## src/rtl/amba_apb_pkg.sv

```systemverilog
// amba_apb_pkg: shared state type and default widths for the APB completer
package amba_apb_pkg;
  typedef enum logic [1:0] {IDLE, SETUP, ACCESS} apb_state_t;
  localparam int APB_ADDR_W = 8;
  localparam int APB_DATA_W = 8;
endpackage

```

## src/rtl/amba_apb_regfile.sv

```systemverilog
// amba_apb_regfile: register array with one sync write port, async read port and async clear
module amba_apb_regfile
  import amba_apb_pkg::*;
#(
  parameter int ADDR_WIDTH = APB_ADDR_W,
  parameter int DATA_WIDTH = APB_DATA_W
) (
  input  logic                  clk,
  input  logic                  rst_n,
  input  logic                  we,
  input  logic [ADDR_WIDTH-1:0] waddr,
  input  logic [DATA_WIDTH-1:0] wdata,
  input  logic [ADDR_WIDTH-1:0] raddr,
  output logic [DATA_WIDTH-1:0] rdata
);
  logic [DATA_WIDTH-1:0] mem [2**ADDR_WIDTH];
  always_ff @(posedge clk or negedge rst_n)
    if (!rst_n) mem <= '{default: '0};
    else if (we) mem[waddr] <= wdata;
  assign rdata = mem[raddr];
endmodule

```

## src/rtl/amba_apb.sv

```systemverilog
// amba_apb: APB completer with configurable wait states fronting a byte register file
module amba_apb
  import amba_apb_pkg::*;
#(
  parameter int ADDR_WIDTH  = APB_ADDR_W,
  parameter int DATA_WIDTH  = APB_DATA_W,
  parameter int WAIT_STATES = 0
) (
  input  logic                  PCLK,
  input  logic                  PRESET,
  input  logic                  PSEL,
  input  logic                  PENABLE,
  input  logic [ADDR_WIDTH-1:0] PADDR,
  input  logic                  PWRITE,
  input  logic [DATA_WIDTH-1:0] PWDATA,
  output logic [DATA_WIDTH-1:0] PRDATA,
  output logic                  PREADY
);
  localparam logic [3:0] WS = 4'(WAIT_STATES);
  apb_state_t state, state_nxt, phase;
  logic [3:0] count;
  logic [DATA_WIDTH-1:0] rdata;
  // SETUP is the first bus cycle of a transfer, recognised directly from the bus
  always_comb begin
    phase = (state == ACCESS) ? ACCESS : (PSEL && !PENABLE) ? SETUP : IDLE;
    PREADY = (state == ACCESS) && PSEL && PENABLE && (count == WS);
    state_nxt = (phase == SETUP) ? ACCESS :
                (phase == ACCESS && PSEL && !PREADY) ? ACCESS : IDLE;
  end
  always_ff @(posedge PCLK or negedge PRESET)
    if (!PRESET) begin
      state <= IDLE;
      count <= '0;
      PRDATA <= '0;
    end else begin
      state <= state_nxt;
      count <= (state == ACCESS) ? count + 4'd1 : '0;
      if (phase == SETUP && !PWRITE) PRDATA <= rdata;
    end
  amba_apb_regfile #(.ADDR_WIDTH(ADDR_WIDTH), .DATA_WIDTH(DATA_WIDTH)) u_regfile (
    .clk  (PCLK),
    .rst_n(PRESET),
    .we   (PREADY && PWRITE),
    .waddr(PADDR),
    .wdata(PWDATA),
    .raddr(PADDR),
    .rdata(rdata)
  );
endmodule

```

## config.mk

```make
export PLATFORM = sky130hd
export DESIGN_NAME = amba_apb
export DESIGN_NICKNAME = d
export VERILOG_FILES = /design/src/rtl/amba_apb_pkg.sv /design/src/rtl/amba_apb_regfile.sv /design/src/rtl/amba_apb.sv
export SDC_FILE = /design/constraint.sdc
export NUM_CORES = 2
export LEC_CHECK = 0
export CORE_UTILIZATION = 58
export DETAILED_ROUTE_END_ITERATION = 10
export HOLD_SLACK_MARGIN = 0.1
export PLACE_DENSITY_LB_ADDON = 0.2
export SLEW_MARGIN = 20
export SYNTH_ARGS = -nofsm -noshare
export SYNTH_HDL_FRONTEND = slang
export SYNTH_SLANG_ARGS = --single-unit
```

## constraint.sdc

```tcl
create_clock -name PCLK -period 2.2 [get_ports PCLK]
set_input_delay 0.22 -clock PCLK [delete_from_list [all_inputs] [get_ports PCLK]]
set_output_delay 0.22 -clock PCLK [all_outputs]
set_load 0.005 [all_outputs]
```

* Yosys cells after proc, flatten, opt, wreduce, memory -nomap -nowiden *
Cells that the tools add are included.
Widths: inputs -> output; s select.

storage, ports and cells
  bits of input ports = 21
  register bits = 2062
  logic and storage cells = 290
  output and inout port bits = 9

cells by class
  mux-type cells = 11
  bitwise logic cells = 1
  $lt $le $gt $ge = 2
  reduce and logical (&&, ||, !) cells = 13
  add/sub/neg operators = 1
  equal/unequal tests = 3

operator list
  kind                 number
  $bwmux 2048          1
  $bmux 8 s8           1
  $demux 8 s8          1
  $mux 8               3
  $ge 9x9->1 const B   1
  $logic_and 1x1->1    9
  $lt 9x1->1 const B   1
  $not 8->9            1
  $mux 2               3
  $add 4x1->4 const B  1
  $eq 2x2->1 const B   2
  $logic_not 4->1      1
  $mux 4               1
  $logic_not 1->1      3
  $eq 2x1->1 const B   1
  $mux 1               1

* Logic depth before layout (Yosys ltp) *
  word-level depth = 9
  depth in mapped cells = 13
  mapped depth without buffers = 9

* Cells and area by module *
From an unflattened synthesis, not the netlist that was laid out.

second synthesis, totals
  cell total of the unflattened synthesis = 6110
  area, all modules = 93986.4 µm²

modules (own cells, without submodules)
  module            instances  cells each  area each (µm²)  seq. area each (µm²)
  amba_apb_regfile  1          6068        93414.6          51249.2
  amba_apb          1          42          571.8            325.3

* Worst setup path before layout *
No wires, ideal clock.

  path kind = flip-flop to flip-flop
  start = register count[0]
  end = register u_regfile.mem[1936] in the netlist's numbering
  slack = -334 ps
  cell stages (with the launch flop) = 11
  arrival time = 2409 ps
  period minus slack after synthesis = 2534 ps
  setup time = 125 ps
  buffers on the path = 1
  data required time = 2075 ps
  cell sequence = dfrtp_1 inv_1 ha_1 nand4_1 nor3_2 nand2_1 nor3_2 nand2_1 buf_2 nor2_2 mux2_2

on the way
  longest elaborated chain between the ends = 3

RTL lines
  element                         RTL line                source
  start: declaration              amba_apb.sv:21          logic [3:0] count;
  start signal: assignment        amba_apb.sv:37          count <= (state == ACCESS) ? count + 4'd1 : '0;
  $logic_not 4->1                 amba_apb.sv:26          PREADY = (state == ACCESS) && PSEL && PENABLE && (count == WS);
  $logic_and 1x1->1               amba_apb.sv:26
  net PREADY                      amba_apb.sv:17          output logic PREADY
  $logic_and 1x1->1               amba_apb.sv:43          .we (PREADY && PWRITE),
  end signal: indexed assignment  amba_apb_regfile.sv:19  else if (we) mem[waddr] <= wdata;
  end: declaration                amba_apb_regfile.sv:16  logic [DATA_WIDTH-1:0] mem [2**ADDR_WIDTH];

The timed path passes the listed nets, and every way through them passes these cells.
A chain may end at the register's enable or synchronous reset.

* Final worst setup path *
  start = register u_regfile.mem[642] in the netlist's numbering
  end = register PRDATA[2]

on the way
  longest elaborated chain between the ends = 3

RTL lines
  element                                     RTL line                source
  $bmux 8 s8                                  amba_apb_regfile.sv:20  assign rdata = mem[raddr];
  $mux 8 (implied by the code) (2 in series)  amba_apb_regfile.sv:20
  end signal: assignment                      amba_apb.sv:38          if (phase == SETUP && !PWRITE) PRDATA <= rdata;
  end: declaration                            amba_apb.sv:16          output logic [DATA_WIDTH-1:0] PRDATA,

Every way passes these cells. The select of a mux whose other input is x is not followed.

==> results.md <==
- Status: complete, but fails checks
- Failing checks: setup timing
- Arr. time, crit path: 3.38 ns
- Vias per cell: 6.464
- First-pass GRT wire length: roughly 420000 µm
- FF+latch count, synth: 2061
- Crit path kind: reg -> reg
- Clock transition at the registers of the reported paths: roughly 0.060 ns
- Nature of the critical path startpoint: flip-flop
- Wire length on met2: 131500 µm
- Final Skew: 0.02903 ns
- Sequential share of the synthesized area: a little over half
- Crit-path max FO: 2
- Max Buffers Root-to-Sink: 3
- Top_reg_cell synth: dfrtp_1
- CP required: 2.92 ns
- Fin worst setup slack: -0.4590 ns
- FP Rows: 148
- Power consumption: 0.08022 W
- Synth area leaders: dfrtp_1 54%, mux2_2 24%, mux4_2 11%
- Post-synth cell types: 75
- Initial DRC Count: 5390
- Family with the most delay on the worst path: multiplexers
- Slew margin rel.: 30.69%
- Die span in x: roughly 410 µm
- VDD IR-drop max: 0.0008579 V
- Initial antenna violation count: 2
- Antenna Nets Post-Route: 0
- Worst slew pin tran: 1.032 ns
- IO Pins: 30
- Hold Vio Cnt, Final: 0
- Commonest cells post-synth: 2061 x dfrtp_1, 2046 x mux2_2, 456 x mux4_2
- Final Wtd Congestion: 0.9627
- Post-layout util: a little over 70%
- Routed met1 length: 115000 µm
- # clock sinks: 2061
- Ys Warns: 0
- Pre-CTS setup slack: -1.168 ns
- DRT Wirelength: 276600 µm
- TritonCTS clock tree: built
- Gr usage total: 33.57%
- Grt ovf: 0
- Crit path cell chain: mux4_2, mux4_2, o211ai_1, buf_4, a311oi_4, or3_1
- Share of flip-flops with an asynchronous set or reset: 100.0%
- Fill cells: 10180
- Worst Hold Class: in -> reg
- Crit-path slowest cell: mux4_2
- Chip height: 407.2 µm
- Cells after Synth: between 6000 and 7000
- Core region area: 163000 µm²
- Vias: roughly 60000
- EDFF count, synth: 0
- Vias in the first global route: 62660
- Largest net degree at the start of global routing: 98
- Leak Pwr: 55.77 nW
- CTS H-Tree Depth: 4
- Pwr dens: a little under 700 nW/µm²
- Avg Cell Area, Syn: 15.55 µm²
- Layout overhead on the synthesized area: 23.25%
- IO buf count: 29
- Max layer used: met4
- Pins Over Slew Limit: 0
- CP endpoint kind: flip-flop
- Count leader, synth: dfrtp_1
- Cell mode on critical path: mux4_2
- Clock Latency Late Sink: 0.85 ns
- Worst Path Buf+Inv: 1
- Nets: between 6000 and 7000
- Met3 WL post-DR: between 15000 and 20000 µm
- Max Cap Viol: 0
- Detailed Place HPWL: 184100 µm
- Setup-failing EPs final: 2051
- Cell area after synthesis: 95230 µm²
- Share of cells above drive strength 1: 58.58%
- Final worst-path cycle share: 120.9%
- RSZ-0062 raised after global routing: yes
- Wire per inst: 29.93 µm
- Synth top area share: 54.16%
- Initial Utilization: between 50% and 60%
- # DRC: 0
- Final Critical Period: 2.659 ns
- Crit-path max cell delay: 0.55 ns
- Syn nets: 6147
- First drt pass iteration count: 5
- Num CTS Buffers: between 200 and 250
- Clock root buffer: clkbuf_16
- Die Footprint: 165800 µm²
- R2r setup slk: -0.46 ns
- FMAX: 376.1 MHz
- Synth area leader: dfrtp_1
-- state kept, by name, summed over array words and instances (netlist names) --
register / flops
u_regfile.mem: 2048
PRDATA: 8
count: 4
state: 1
-- what timing repair did --
action                                  in CTS  in global routing
hold buffers                                10                  0
hold endpoints to repair                  2177                  0
endpoints found under the setup margin    2061               2061
gates cloned                                 5                  5
buffers inserted                            26                 10
resized for setup                          252                256
pin swaps                                   42                 52
-- per-stage QoR --
step / hold WS, ns / instances / TNS (ns) / instance area [µm²]
3_5_place_dp: 0.2196 / 8799 / -963.41 / 107600
4_1_cts: 0.1125 / 9225 / -628.58 / 116200
3_3_place_gp: 0.2084 / 8799 / -903.14 / 107600
2_1_floorplan: -0.07559 / 6124 / -288.24 / 95810
5_1_grt: 0.1661 / 9240 / -677.99 / 117400
6_report: 0.1750 / 9241 / -456.80 / 117400
-- final cells by class --
| type | count | area [µm²] | area share (%) |
|---|---|---|---|
| timing repair buffer | 1018 | 12370 | 10.54 |
| tap | 2175 | 2721 | 2.319 |
| sequential | 2061 | 51570 | 43.94 |
| clock inverter | 75 | 840.8 | 0.7164 |
| inverter | 7 | 30.03 | 0.02558 |
| clock buffer | 310 | 6216 | 5.296 |
| multi-input combinational | 3594 | 43610 | 37.16 |
| antenna | 1 | 2.502 | 0.002132 |
-- metal layers --
| metal | track usage [%] | vias up |
|---|---|---|
| met5 | 0 | - |
| met4 | 12.86 | 0 |
| met3 | 5.894 | 557 |
| met2 | 52.36 | 2237 |
| met1 | 47.45 | 32480 |
| li1 | - | 24460 |
-- final timing paths --
kind / start / endpoint / depth (start not counted)
worst max register to register: u_regfile.mem[642]$_DFFE_PN0P_ / PRDATA[2]$_DFFE_PN0P_ / 6
min in group asynchronous: PRESET / u_regfile.mem[507]$_DFFE_PN0P_ / 3
worst min-delay path: PWDATA[4] / u_regfile.mem[1508]$_DFFE_PN0P_ / 2
max in group asynchronous: PRESET / u_regfile.mem[606]$_DFFE_PN0P_ / 3
worst max-delay path: u_regfile.mem[642]$_DFFE_PN0P_ / PRDATA[2]$_DFFE_PN0P_ / 6
worst min register to register: u_regfile.mem[83]$_DFFE_PN0P_ / u_regfile.mem[83]$_DFFE_PN0P_ / 1
-- cell families (layout without fill, tap and decap cells) --
family / count (synthesis) / count (layout) / share of synthesized area (%)
AO/OA/AOI/OAI: 300 / 300 / 2.235
XOR/XNOR: 2 / 2 / 0.01840
adder cells (fa/ha/maj): 2 / 2 / 0.02627
buffers and inverters: 469 / 1410 / 2.466
flip-flops: 2061 / 2061 / 54.16
multiplexers: 2734 / 2734 / 37.70
other: 0 / 1 / 0
AND/OR/NAND/NOR: 556 / 556 / 3.392
-- layout by cell type (no fill, tap or decap), types with 24 or more instances in the layout --
master / n
a21oi_1: 52
a22oi_1: 76
buf_12: 336
buf_4: 581
buf_6: 54
clkbuf_1: 46
clkbuf_16: 216
clkbuf_8: 58
clkinv_2: 43
dfrtp_1: 2061
mux2_2: 1719
mux2_4: 327
mux2i_1: 204
mux4_2: 456
nand2_1: 94
nand2_2: 27
nand3_1: 54
nor2_1: 46
nor2_2: 50
nor2_4: 178
o22ai_1: 24
-- power by group --
group | internal [W] | switching, W | leakage [nW]
clock | 0.0212 | 0.0153 | 3.49
combinational | 0.00197 | 0.00353 | 23.5
sequential | 0.0381 | 0.000206 | 28.8
Power figures use the tool's default switching activity.
